==> config.mk <==
export PLATFORM = sky130hd
export DESIGN_NAME = seq_detector_driver
export DESIGN_NICKNAME = d
export VERILOG_FILES = /design/src/rtl/seq_detector_driver.sv
export SDC_FILE = /design/constraint.sdc
export NUM_CORES = 1
export LEC_CHECK = 0
export CAP_MARGIN = 15
export CORE_MARGIN = 5
export CORE_UTILIZATION = 45
export DETAILED_ROUTE_END_ITERATION = 10
export PLACE_DENSITY = 0.66
export SKIP_CTS_REPAIR_TIMING = 1
export SYNTH_ARGS = -nofsm -noshare
export SYNTH_HDL_FRONTEND = slang
export SYNTH_SLANG_ARGS = --single-unit
==> constraint.sdc <==
create_clock -name clock -period 3.6 [get_ports clock]
set_input_delay 0.54 -clock clock [delete_from_list [all_inputs] [get_ports clock]]
set_output_delay 0.54 -clock clock [all_outputs]
set_load 0.01 [all_outputs]
==> src/rtl/seq_detector_driver.sv <==
// seq_detector_driver: sequences a serial-bit sequence detector.
// Resets the detector, streams a latched pattern MSB-first (pattern[len-1]
// first), samples the detector's Moore output after every shifted bit and
// reports the hit count and the index of the first hit.
// Optional feature macro: PATTERN_REPEAT_EN adds input repeat_n[3:0] and
// streams the pattern repeat_n+1 times back-to-back.
module seq_detector_driver #(
  parameter int PAT_W = 16,
  parameter int LEN_W = 5,
  parameter int CNT_W = 4
) (
  input  logic             clock,
  input  logic             resetn,
  input  logic             start,
  input  logic             abort,
  input  logic [PAT_W-1:0] pattern,
  input  logic [LEN_W-1:0] length,
`ifdef PATTERN_REPEAT_EN
  input  logic [3:0]       repeat_n,
`endif
  input  logic             det_out,
  output logic             det_w,
  output logic             det_resetn,
  output logic             busy,
  output logic             done,
  output logic             aborted,
  output logic [CNT_W-1:0] match_count,
  output logic [LEN_W-1:0] first_match_idx,
  output logic [2:0]       state
);

  typedef enum logic [2:0] {
    S_IDLE  = 3'd0,
    S_CLEAR = 3'd1,
    S_SHIFT = 3'd2,
    S_DRAIN = 3'd3,
    S_DONE  = 3'd4
  } state_t;

  localparam logic [LEN_W-1:0] PAT_LEN  = LEN_W'(PAT_W);
  localparam logic [LEN_W-1:0] IDX_NONE = {LEN_W{1'b1}};
  // Real indices stop one short of all-ones so "no hit" stays unambiguous.
  localparam logic [LEN_W-1:0] IDX_MAX  = {{(LEN_W-1){1'b1}}, 1'b0};
  localparam logic [CNT_W-1:0] CNT_MAX  = {CNT_W{1'b1}};

  state_t           r_state;
  logic [PAT_W-1:0] r_pat;
  logic [LEN_W-1:0] r_len;
  logic [LEN_W-1:0] r_k;        // bit position within the current pass
  logic [LEN_W-1:0] r_cidx;     // global index of the bit now on det_w
  logic [LEN_W-1:0] r_sidx;     // global index of the previously shifted bit
  logic             r_sval;     // a bit has already been shifted this run
  logic [3:0]       r_rpt;      // passes still to stream after this one
  logic             r_det_w;
  logic             r_det_resetn;
  logic             r_busy;
  logic             r_done;
  logic             r_aborted;
  logic [CNT_W-1:0] r_match_cnt;
  logic [LEN_W-1:0] r_first_idx;

  logic [LEN_W-1:0] w_eff_len;
  logic             w_last;
  logic [PAT_W-1:0] w_pat_first;
  logic [PAT_W-1:0] w_pat_next;
  logic             w_first_bit;
  logic             w_next_bit;
  logic             w_hit;
  logic [3:0]       w_rpt_in;

`ifdef PATTERN_REPEAT_EN
  assign w_rpt_in = repeat_n;
`else
  assign w_rpt_in = 4'd0;
`endif

  function automatic logic [CNT_W-1:0] sat_inc_cnt(input logic [CNT_W-1:0] v);
    return (v == CNT_MAX) ? v : v + CNT_W'(1);
  endfunction

  function automatic logic [LEN_W-1:0] sat_inc_idx(input logic [LEN_W-1:0] v);
    return (v >= IDX_MAX) ? IDX_MAX : v + LEN_W'(1);
  endfunction

  // Length clipping, bit selection for the stream and hit qualification
  always_comb begin
    w_eff_len   = (length > PAT_LEN) ? PAT_LEN : length;
    w_last      = (r_k == (r_len - LEN_W'(1)));
    w_pat_first = r_pat >> (r_len - LEN_W'(1));
    w_pat_next  = r_pat >> (r_len - r_k - LEN_W'(2));
    w_first_bit = w_pat_first[0];
    w_next_bit  = w_pat_next[0];
    // det_out reflects the previously shifted bit in later SHIFT cycles and DRAIN
    w_hit = det_out && !abort &&
            (((r_state == S_SHIFT) && r_sval) || (r_state == S_DRAIN));
  end

  // Controller FSM: sequencing, bit streaming, hit sampling and result registers
  always_ff @(posedge clock or negedge resetn) begin
    if (!resetn) begin
      r_state      <= S_IDLE;
      r_pat        <= '0;
      r_len        <= '0;
      r_k          <= '0;
      r_cidx       <= '0;
      r_sidx       <= '0;
      r_sval       <= 1'b0;
      r_rpt        <= 4'd0;
      r_det_w      <= 1'b0;
      r_det_resetn <= 1'b0;
      r_busy       <= 1'b0;
      r_done       <= 1'b0;
      r_aborted    <= 1'b0;
      r_match_cnt  <= '0;
      r_first_idx  <= IDX_NONE;
    end else if (abort && r_busy) begin
      // Cancel: keep partial results, hold detector in reset
      r_state      <= S_IDLE;
      r_busy       <= 1'b0;
      r_done       <= 1'b0;
      r_aborted    <= 1'b1;
      r_det_w      <= 1'b0;
      r_det_resetn <= 1'b0;
    end else begin
      r_done    <= 1'b0;
      r_aborted <= 1'b0;
      case (r_state)
        S_IDLE: begin
          r_det_w      <= 1'b0;
          r_det_resetn <= 1'b0;
          if (start && (w_eff_len != '0)) begin
            r_pat       <= pattern;
            r_len       <= w_eff_len;
            r_k         <= '0;
            r_cidx      <= '0;
            r_sidx      <= '0;
            r_sval      <= 1'b0;
            r_rpt       <= w_rpt_in;
            r_match_cnt <= '0;
            r_first_idx <= IDX_NONE;
            r_busy      <= 1'b1;
            r_state     <= S_CLEAR;
          end
        end
        S_CLEAR: begin
          r_state      <= S_SHIFT;
          r_det_resetn <= 1'b1;
          r_det_w      <= w_first_bit;
        end
        S_SHIFT: begin
          r_sidx <= r_cidx;
          r_sval <= 1'b1;
          r_cidx <= sat_inc_idx(r_cidx);
          if (w_last) begin
            if (r_rpt != 4'd0) begin
              // Next pass follows immediately, detector keeps its history
              r_rpt   <= r_rpt - 4'd1;
              r_k     <= '0;
              r_det_w <= w_first_bit;
            end else begin
              r_state <= S_DRAIN;
              r_det_w <= 1'b0;
            end
          end else begin
            r_k     <= r_k + LEN_W'(1);
            r_det_w <= w_next_bit;
          end
        end
        S_DRAIN: begin
          r_state <= S_DONE;
          r_busy  <= 1'b0;
          r_done  <= 1'b1;
          r_det_w <= 1'b0;
        end
        S_DONE: begin
          r_state      <= S_IDLE;
          r_det_resetn <= 1'b0;
        end
        default: begin
          r_state      <= S_IDLE;
          r_busy       <= 1'b0;
          r_det_w      <= 1'b0;
          r_det_resetn <= 1'b0;
        end
      endcase
      if (w_hit) begin
        r_match_cnt <= sat_inc_cnt(r_match_cnt);
        if (r_first_idx == IDX_NONE) begin
          r_first_idx <= r_sidx;
        end
      end
    end
  end

  assign det_w           = r_det_w;
  assign det_resetn      = r_det_resetn;
  assign busy            = r_busy;
  assign done            = r_done;
  assign aborted         = r_aborted;
  assign match_count     = r_match_cnt;
  assign first_match_idx = r_first_idx;
  assign state           = r_state;

endmodule

* Word-level counts from Yosys, hierarchy flattened *
Cells that the tools add are included.

cells by class
  $add $sub $neg = 7
  $lt $le $gt $ge = 2
  equal/unequal tests = 18
  shift-type cells = 2
  mux-type cells = 38
  bitwise logic cells = 1
  reduce and logical (&&, ||, !) cells = 22

operators by type and width
  kind                                                      number
  two-way mux 5 bit                                         9
  >> shifter 16 x 5 -> 1 bit                                2
  one-hot mux 5 bit (2 select lines)                        3
  two-way mux 4 bit                                         6
  two-way mux 3 bit                                         4
  one-hot mux 3 bit (4 select lines)                        1
  adder 5 x 1 -> 5 bit, second input constant               2
  two-way mux 1 bit                                         10
  AND reduction 3 bit                                       3
  inequality test 2 bit, second input constant              4
  one-hot mux 4 bit (2 select lines)                        1
  AND reduction 4 bit                                       2
  == test 3 x 2 -> 1 bit, second input constant             2
  inequality test 2 x 1 -> 1 bit, second input constant     3
  inequality test 3 x 2 -> 1 bit, second input constant     2
  inequality test 3 bit, second input constant              2
  one-hot mux 1 bit (2 select lines)                        3
  nonzero test 2 bit                                        3
  == test 5 bit                                             1
  == test 5 bit, second input constant                      1
  greater-or-equal comparator 5 bit, second input constant  1
  greater-than comparator 5 bit, second input constant      1
  logical AND 1 bit                                         5
  AND reduction 5 bit                                       1
  18 further kinds                                          18

word-level totals
  flip-flop bits (word level) = 58
  input bits = 26
  output and inout port bits = 17
  word-level logic and storage cells = 105

* Longest topological paths before layout *
Gate-level depths: netlist (run 1).

  word-level depth = 8
  mapped depth = 11

* Least setup slack after synthesis (run 1) *
Ideal clock, no wire load.

  path type = reg-to-reg
  start = register r_len[0]
  end = register r_det_w, in the netlist det_w
  setup time = 0.090 ns
  data arrival time = 2.476 ns
  data required time = 3.510 ns
  slack = 1.034 ns
  cell stages (with the launch flop) = 11
  buffers on the path = 1
  clock period less this slack = 2.566 ns
  path through = dfrtp_1 -> buf_2 -> inv_1 -> ha_1 -> inv_1 -> ha_1 -> fa_1 -> mux4_2 -> a32o_1 -> or4_1 -> o221ai_1

on the way
  cells in the longest elaborated chain, start to end = 6
  elaborated cells between the ends (all ways) = 10
  classes of those cells = add/sub: 3; eq/ne: 1; shift: 2; mux: 4

ends and longest elaborated chain
  element                                                                         RTL line    text
  start, declared                                                                 48          logic [LEN_W-1:0] r_len;
  start signal, assigned                                                          133         r_len <= w_eff_len;
  subtractor 5 bit / subtractor 5 x 1 -> 5 bit (equally long branches)            90, 88, 89
  subtractor 5 x 2 -> 5 bit / >> shifter 16 x 5 -> 1 bit (equally long branches)  90, 89
  >> shifter 16 x 5 -> 1 bit / two-way mux 1 bit (equally long branches)          90, 155
  two-way mux 1 bit                                                               154         if (w_last) begin
  one-hot mux 1 bit (3 select lines) *                                            127         case (r_state)
  two-way mux 1 bit *                                                             116         end else if (abort && r_busy) begin
  end signal, assigned                                                            148         r_det_w <= w_first_bit;
  end signal, assigned                                                            159         r_det_w <= w_first_bit;
  end signal, assigned                                                            166         r_det_w <= w_next_bit;
  end, declared                                                                   54          logic r_det_w;

Every way passes the cells marked *; elsewhere a longest branch is shown, timed or not.
A chain may end at the register's enable or synchronous reset.

* Worst setup path in the final report (run 1) *
Same ends and word-level chain as after synthesis.

==> results of run 1 <==
[metal layers]
| layer | vias up | global-route usage (%) |
|---|---|---|
| li1 | 1200 | - |
| met1 | 1258 | 24.64 |
| met2 | 45 | 27.89 |
| met3 | 14 | 3.108 |
| met4 | 0 | 7.933 |
| met5 | - | 0 |
[worst max-delay path: stages, from the launching register on]
cell	delay, ns
dfrtp_1	0.58
inv_1	0.12
ha_1	0.22
inv_1	0.06
ha_1	0.34
mux2i_1	0.18
mux4_2	0.47
a32o_1	0.22
or4_1	0.48
o221ai_1	0.09
[worst paths after layout]
path,endpoint,slack [ns]
worst max-delay path,det_w,0.75
worst min-delay path,r_pat[0],0.35
worst max register to register,det_w,0.75
worst min register to register,r_pat[14],0.50
max in group asynchronous,first_match_idx[2],2.38
min in group clock,r_pat[14],0.50
[cell usage in the layout, fill, tap and decap left out, types with 2 or more instances in the layout]
master,synthesis,final
clkbuf_8,0,10
dfstp_2,5,5
mux2_2,3,3
nand4_1,4,4
nand2_1,71,71
ha_1,14,14
a22o_1,4,4
clkinv_2,0,3
nor2b_1,3,3
mux2i_1,6,6
o21ai_0,11,11
mux4_2,7,7
dfrtp_1,53,53
nand3_1,9,9
a31oi_1,3,3
a31o_2,2,2
nand3b_1,7,7
a21oi_1,11,11
or3_1,2,2
o22a_1,6,6
nand2b_1,2,2
o31ai_1,4,4
xnor2_1,6,6
xor2_1,4,4
nor2_1,12,12
xor2_2,2,2
a21o_1,2,2
a21boi_0,2,2
clkdlybuf4s50_1,0,41
inv_1,18,18
or4_1,3,3
buf_4,1,5
[registers in the layout, indices dropped and copies added, names as in the netlist, 3 cells and up]
signal / cells
r_rpt: 4
r_k: 5
r_len: 5
r_pat: 16
r_cidx: 5
match_count: 4
first_match_idx: 5
r_sidx: 5
state: 3
[synthesized netlist by cell type, types with 2 or more instances]
cell,instances,area share (%)
dfrtp_1,53,41
or4_1,3,0.70
a22o_1,4,1.1
nand3b_1,7,1.6
or3_1,2,0.39
nand2_1,71,8.2
dfstp_2,5,4.1
o21ai_0,11,1.7
a21boi_0,2,0.46
mux2i_1,6,1.9
ha_1,14,5.4
nand3_1,9,1.4
nor2b_1,3,0.58
mux2_2,3,1.0
clkbuf_1,9,1.0
o31ai_1,4,0.93
inv_1,18,2.1
a31o_2,2,0.54
nand4_1,4,0.77
xor2_2,2,1.0
xnor2_1,6,1.6
a21o_1,2,0.46
nor2_1,12,1.4
mux4_2,7,4.9
xor2_1,4,1.1
nand2b_1,2,0.39
buf_2,2,0.31
o22a_1,6,1.6
a31oi_1,3,0.58
a21oi_1,11,1.7
[area by class of cell]
| type | instances | area [µm²] |
|---|---|---|
| Timing Repair Buffer | 47 | 452.9 |
| Clock buffer | 11 | 141.4 |
| Sequential cell | 58 | 1458 |
| Clock inverter | 5 | 53.80 |
| Fill cell | 633 | 3181 |
| Inverter | 18 | 67.56 |
| Multi-Input combinational cell | 228 | 1659 |
| Tap cell | 99 | 123.9 |
[power by group through the flow]
stage	Sequential [mW]	Clock, mW	Combinational (mW)
2_1_floorplan	1.07	0	1.34
3_3_place_gp	1.13	0	1.72
3_5_place_dp	1.14	0	1.74
4_1_cts	1.13	0.616	1.76
5_1_grt	1.17	0.638	1.92
6_report	1.13	0.604	1.74
[cells by family after synthesis]
kind of cell               synth area share (%)
and+or+nand+nor                           19.57
DFF                                       45.05
AOI/OAI and AO/OA                         12.76
buffers and inverters                     3.674
muxes                                     7.773
adders and majority gates                 6.033
xor gates and xnor gates                  5.143
==> summary.md, run 1 <==
| Metric | Value |
|---|---|
| Status | `finished clean` |
| H-Tree Depth | `3` |
| Top Metal Used | `met4` |
| Final setup viols | `0` |
| Initial cell density of the core | `45.34%` |
| Num rows | `31` |
| Routed WL | `7229 µm` |
| Final-report hold violation count | `0` |
| Share of cells above drive strength 1 | `13.35%` |
| Syn nets | `357` |
| Inserted Diodes | `0` |
| CTS tree | `yes` |
| Cts bufs inserted | `9` |
| Congestion Overflow GR | `0` |
| Clk network pwr share | `17.4%` |
| Final Cell Area | `3956 µm²` |
| Combinational share of power | `50.2%` |
| Initial antenna violation count | `0` |
| Unrepaired setup endpoints after global routing | `no` |
| Top FF cell, synth | `dfrtp_1` |
| Fmax | `0.3507 GHz` |
| Io pins | `43` |
| Post-synth EDFFs | `0` |
| Synth unique cells | `59` |
| Wire length per cell | `15.51 µm` |
| Crit path arrival time | `3.11 ns` |
| Hold Path Class | `input port to asynchronous set/reset pin` |
| Register share of total power | `32.4%` |
| Power density cells | `877.6 nW/µm²` |
| Maximum VDD drop | `0.3575 mV` |
| Headroom to the max-slew limit | `34.24%` |
| Pre-CTS WS | `0.7411 ns` |
| Die height | `94.80 µm` |
| Fin Setup TNS | `0 ns` |
| Crit Path Category | `flop to flop` |
| Post-synth ARST share | `100.0%` |
| Detailed Routing Iterations Pass 1 | `4` |
| Ys Warns | `0` |
| Area added between synthesis and finish | `22.27%` |
| Worst hold margin | `0.3512 ns` |
| Vias per std cell | `5.401` |
| Total Routing Usage GR | `17.96%` |
| Setup Skew | `0.009368 ns` |
| Clock Tree Root | `clkbuf_8` |
| R2r worst-path depth | `9` |
| Vias in the first global route | `2,520` |
| I/O Buffers | `42` |
| P_sw | `1.384 mW` |
| First-pass GRT wire length | `12,450 µm` |
| Routed wl met2 | `3488 µm` |
| Total clock sinks | `58` |
| Crit path from | `r_len[0]` |
| Sw frac | `39.85%` |
| Final min period | `2.851 ns` |
| Post-DP HPWL | `5304 µm` |
| Met1 Routed Length | `3383 µm` |
| Clock Pin Slew Worst Setup and Hold Paths | `0.07 ns` |
| Clock latency on the worst-skew pair | `0.34 ns` |
| Worst-Margin Slew | `0.9864 ns` |
| Final std cells w/o fill | `466` |
| Reg-to-reg startpoint | `r_len[0]` |
| Placed cell count | `450` |
| Core ar. | `7137 µm²` |
| Worst Slack Setup Final | `0.7485 ns` |
| Maximum capacitance violations | `0` |
| Routed Antenna Nets | `0` |
| Largest net degree at the start of global routing | `44` |
| Drc violations | `0` |
| Critical Path End Type | `flop` |
| Via count | `2,517` |
| WL met3 | `220 µm` |
| CP Launch Type | `flop` |
| Fraction of the yosys area taken by sequential cells | `45.05%` |
| Mapped Avg Cell Area | `10.24 µm²` |
| Die area | `8986 µm²` |
| CP Max Fanout | `7` |
| Cell Area, Placed | `3761 µm²` |
| Final Core Density | `55.43%` |
| Final nets | `403` |
| #FFs+latches synth | `58` |
| Placer congestion estimate | `0.8658` |
| Initial DRC count | `94` |
| Die X | `94.80 µm` |
| Final max-slew violation count | `0` |
| Req. time, crit path | `3.85 ns` |
| Pwr Total | `3.472 mW` |
| Internal Dissipation | `2.089 mW` |
| Syn Inst Count | `316` |
| Fin crit share | `79.21%` |
| Synth Cell Area | `3236 µm²` |
| Leakage | `1.809 nW` |
| CTS max path bufs | `2` |
Note: power is estimated with default switching activity, not from simulation.
==> run 2: changes to the inputs <==
- PLACE_DENSITY: 0.66 -> 0.69
- clock period: 3.6 -> 2.6 ns (I/O delays scaled with it)
==> run 2 against run 1 <==
- wire length up 2.1%
- final area up 4.2%
- sequential share of layout area down 1.5 points
- critical path depth unchanged
- cell count up 4.3%
- worst hold slack worse by 0.35 ns
- via count up 3.6%
- non-clock buffer count up 20
- combinational power up 58%
- core utilization up 2.3 points
- clock power up 38%
- critical path type unchanged
- critical endpoint unchanged
==> summary.md, run 2 (synthesis gave the netlist of run 1 again) <==
| Metric | Value |
|---|---|
| Status | `finished clean` |
| I/O Buffers | `42 (unchanged)` |
| Inserted Diodes | `0 (unchanged)` |
| R2R setup slack | `0.07 ns (-0.68 ns)` |
| Leakage | `1.904 nW (+5.3%)` |
| Reg-to-reg startpoint | `r_len[1]` |
| Fmax | `0.3955 GHz (+13%)` |
| Clock Tree Root | `clkbuf_8` |
| Wire length per cell | `15.19 µm (-2.1%)` |
| First-pass GRT wire length | `12,680 µm (+1.8%)` |
| Filler Cells Inserted | `646 (+2.1%)` |
| Crit path arrival time | `2.77 ns (-0.34 ns)` |
| Detailed Routing Iterations Pass 1 | `5 (+1)` |
| Total clock sinks | `58 (unchanged)` |
| Initial DRC count | `100 (+6.4%)` |
| CTS max path bufs | `2 (unchanged)` |
| Reg2reg end | `det_w` |
| Die height | `94.80 µm (unchanged)` |
| Io pins | `43 (unchanged)` |
| Largest net degree at the start of global routing | `24 (-45%)` |
| Req. time, crit path | `2.84 ns (-1.01 ns)` |
| Most frequent cells in the layout | `nand2_1, dfrtp_1, clkdlybuf4s50_1, buf_4, inv_1` |
| Routed WL | `7382 µm (+2.1%)` |
| Crit path cell chain | `inv_1, ha_1, inv_2, ha_4, fa_2, mux4_2, a32o_1, or4_1, o221ai_1` |
| Cts bufs inserted | `9 (unchanged)` |
| Vias in the first global route | `2,628 (+4.3%)` |
| Slowest cell on crit path | `fa_2` |
| Worst Slack Setup Final | `0.07147 ns (-0.6770 ns)` |
| Worst-Margin Slew | `0.5309 ns (-0.4555 ns)` |
| Final Cell Area | `4124 µm² (+4.2%)` |
| Initial cell density of the core | `45.34% (unchanged)` |
| Fin crit share | `97.25% (+18 points)` |
| Via count | `2,608 (+3.6%)` |
| Seq. cell area | `1458 µm² (unchanged)` |
| Final setup viols | `0 (unchanged)` |
| Maximum capacitance violations | `0 (unchanged)` |
| Crit path largest cell delay | `0.56 ns (-0.02 ns)` |
| Delay-heaviest family, CP | `adder cells` |
| Num rows | `31 (unchanged)` |
| Post-DP HPWL | `5576 µm (+5.1%)` |
| Most common cell after layout, fill and taps aside | `nand2_1` |
| Initial antenna violation count | `0 (unchanged)` |
| Congestion Overflow GR | `0 (unchanged)` |
| Final min period | `2.529 ns (-0.3230 ns)` |
| CP Max Fanout | `2 (-5)` |
| Cell Area, Placed | `3904 µm² (+3.8%)` |
| Max reg flops | `16 (unchanged)` |
| Clock latency on the worst-skew pair | `0.33 ns (about the same)` |
| Critical Path End Type | `flop` |
| Headroom to the max-slew limit | `64.31% (+30 points)` |
| Final-report hold violation count | `0 (unchanged)` |
| Power density cells | `1236 nW/µm² (+41%)` |
| Hold Path Class | `input port to asynchronous set/reset pin` |
| Core ar. | `7137 µm² (unchanged)` |
| Clock Pin Slew Worst Setup and Hold Paths | `0.06 ns (about the same)` |
| CTS tree | `yes` |
| Setup Skew | `0.004388 ns (-0.004980 ns)` |
| Area used by multi-input combinational logic | `1674 µm² (+0.91%)` |
| Total Routing Usage GR | `18.32% (+0.35 points)` |
| Routed Antenna Nets | `0 (unchanged)` |
| CP Launch Type | `flop` |
| Crit Path Category | `flop to flop` |
| Share of cells above drive strength 1 | `18.09% (+4.7 points)` |
| Final Core Density | `57.78% (+2.3 points)` |
| Area added between synthesis and finish | `27.46%` |
| Final max-slew violation count | `0 (unchanged)` |
| Vias per std cell | `5.366 (-0.65%)` |
| R2r worst-path depth | `9 (unchanged)` |
| Die area | `8986 µm² (unchanged)` |
| H-Tree Depth | `3 (unchanged)` |
| Die X | `94.80 µm (unchanged)` |
| Largest Register | `r_pat` |
| Placer congestion estimate | `0.8301 (-4.1%)` |
| Pre-CTS WS | `-0.01697 ns (-0.7581 ns)` |
| Final nets | `423 (+5.0%)` |
| Maximum VDD drop | `0.4734 mV (+32%)` |
| Drc violations | `0 (unchanged)` |
| Critical path buffers and inverters | `2 (unchanged)` |
-- run 2: final cells by class --
type                    instances  area share, %
well taps                      99          3.004
inverters                      18          1.638
clock buffers                  14          3.944
clock inverters                 2         0.8495
flip-flops and latches         58          35.35
repair buffers                 67          14.62
multi-input cells             228          40.59
-- run 2: worst max-delay path by stage --
| stage | startpoint | end | slack (ns) | cells after the start |
|---|---|---|---|---|
| 6_report | r_len[1] | det_w | 0.07 | 9 |
| 4_1_cts | r_len[1] | det_w | -0.04 | 9 |
| 5_1_grt | r_len[1] | det_w | -0.001 | 9 |
| 2_1_floorplan | r_len[0] | det_w | 0.03 | 10 |
| 3_5_place_dp | r_len[1] | det_w | -0.02 | 9 |
| 3_3_place_gp | r_len[1] | det_w | 0.02 | 9 |
-- run 2: per-layer routing --
layer / GRT usage [%] / vias to the layer above / part of all wire (%)
li1: - / 1246 / -
met1: 24.72 / 1308 / 46
met2: 28.54 / 45 / 48
met3: 4.223 / 9 / 3.7
met4: 7.212 / 0 / 1.6
met5: 0 / - / 0
-- run 2: where the power goes --
group          internal (mW)  switching [mW]  total (mW)
clock                  0.495           0.338       0.832
sequential              1.23           0.283        1.51
combinational           1.42            1.33        2.75
total                   3.14            1.95        5.10
-- run 2: stage by stage --
stage / std cells / hold slack, ns / TNS, ns / power, mW
floorplan: 316 / 0.09441 / 0 / 3.333
global placement: 469 / 0.3765 / 0 / 4.120
detailed placement: 469 / 0.3805 / -0.01697 / 4.188
CTS: 485 / 0.02393 / -0.04187 / 5.044
global route: 486 / 0.04664 / -0.0009828 / 5.517
finish: 486 / 0.004827 / 0 / 5.098
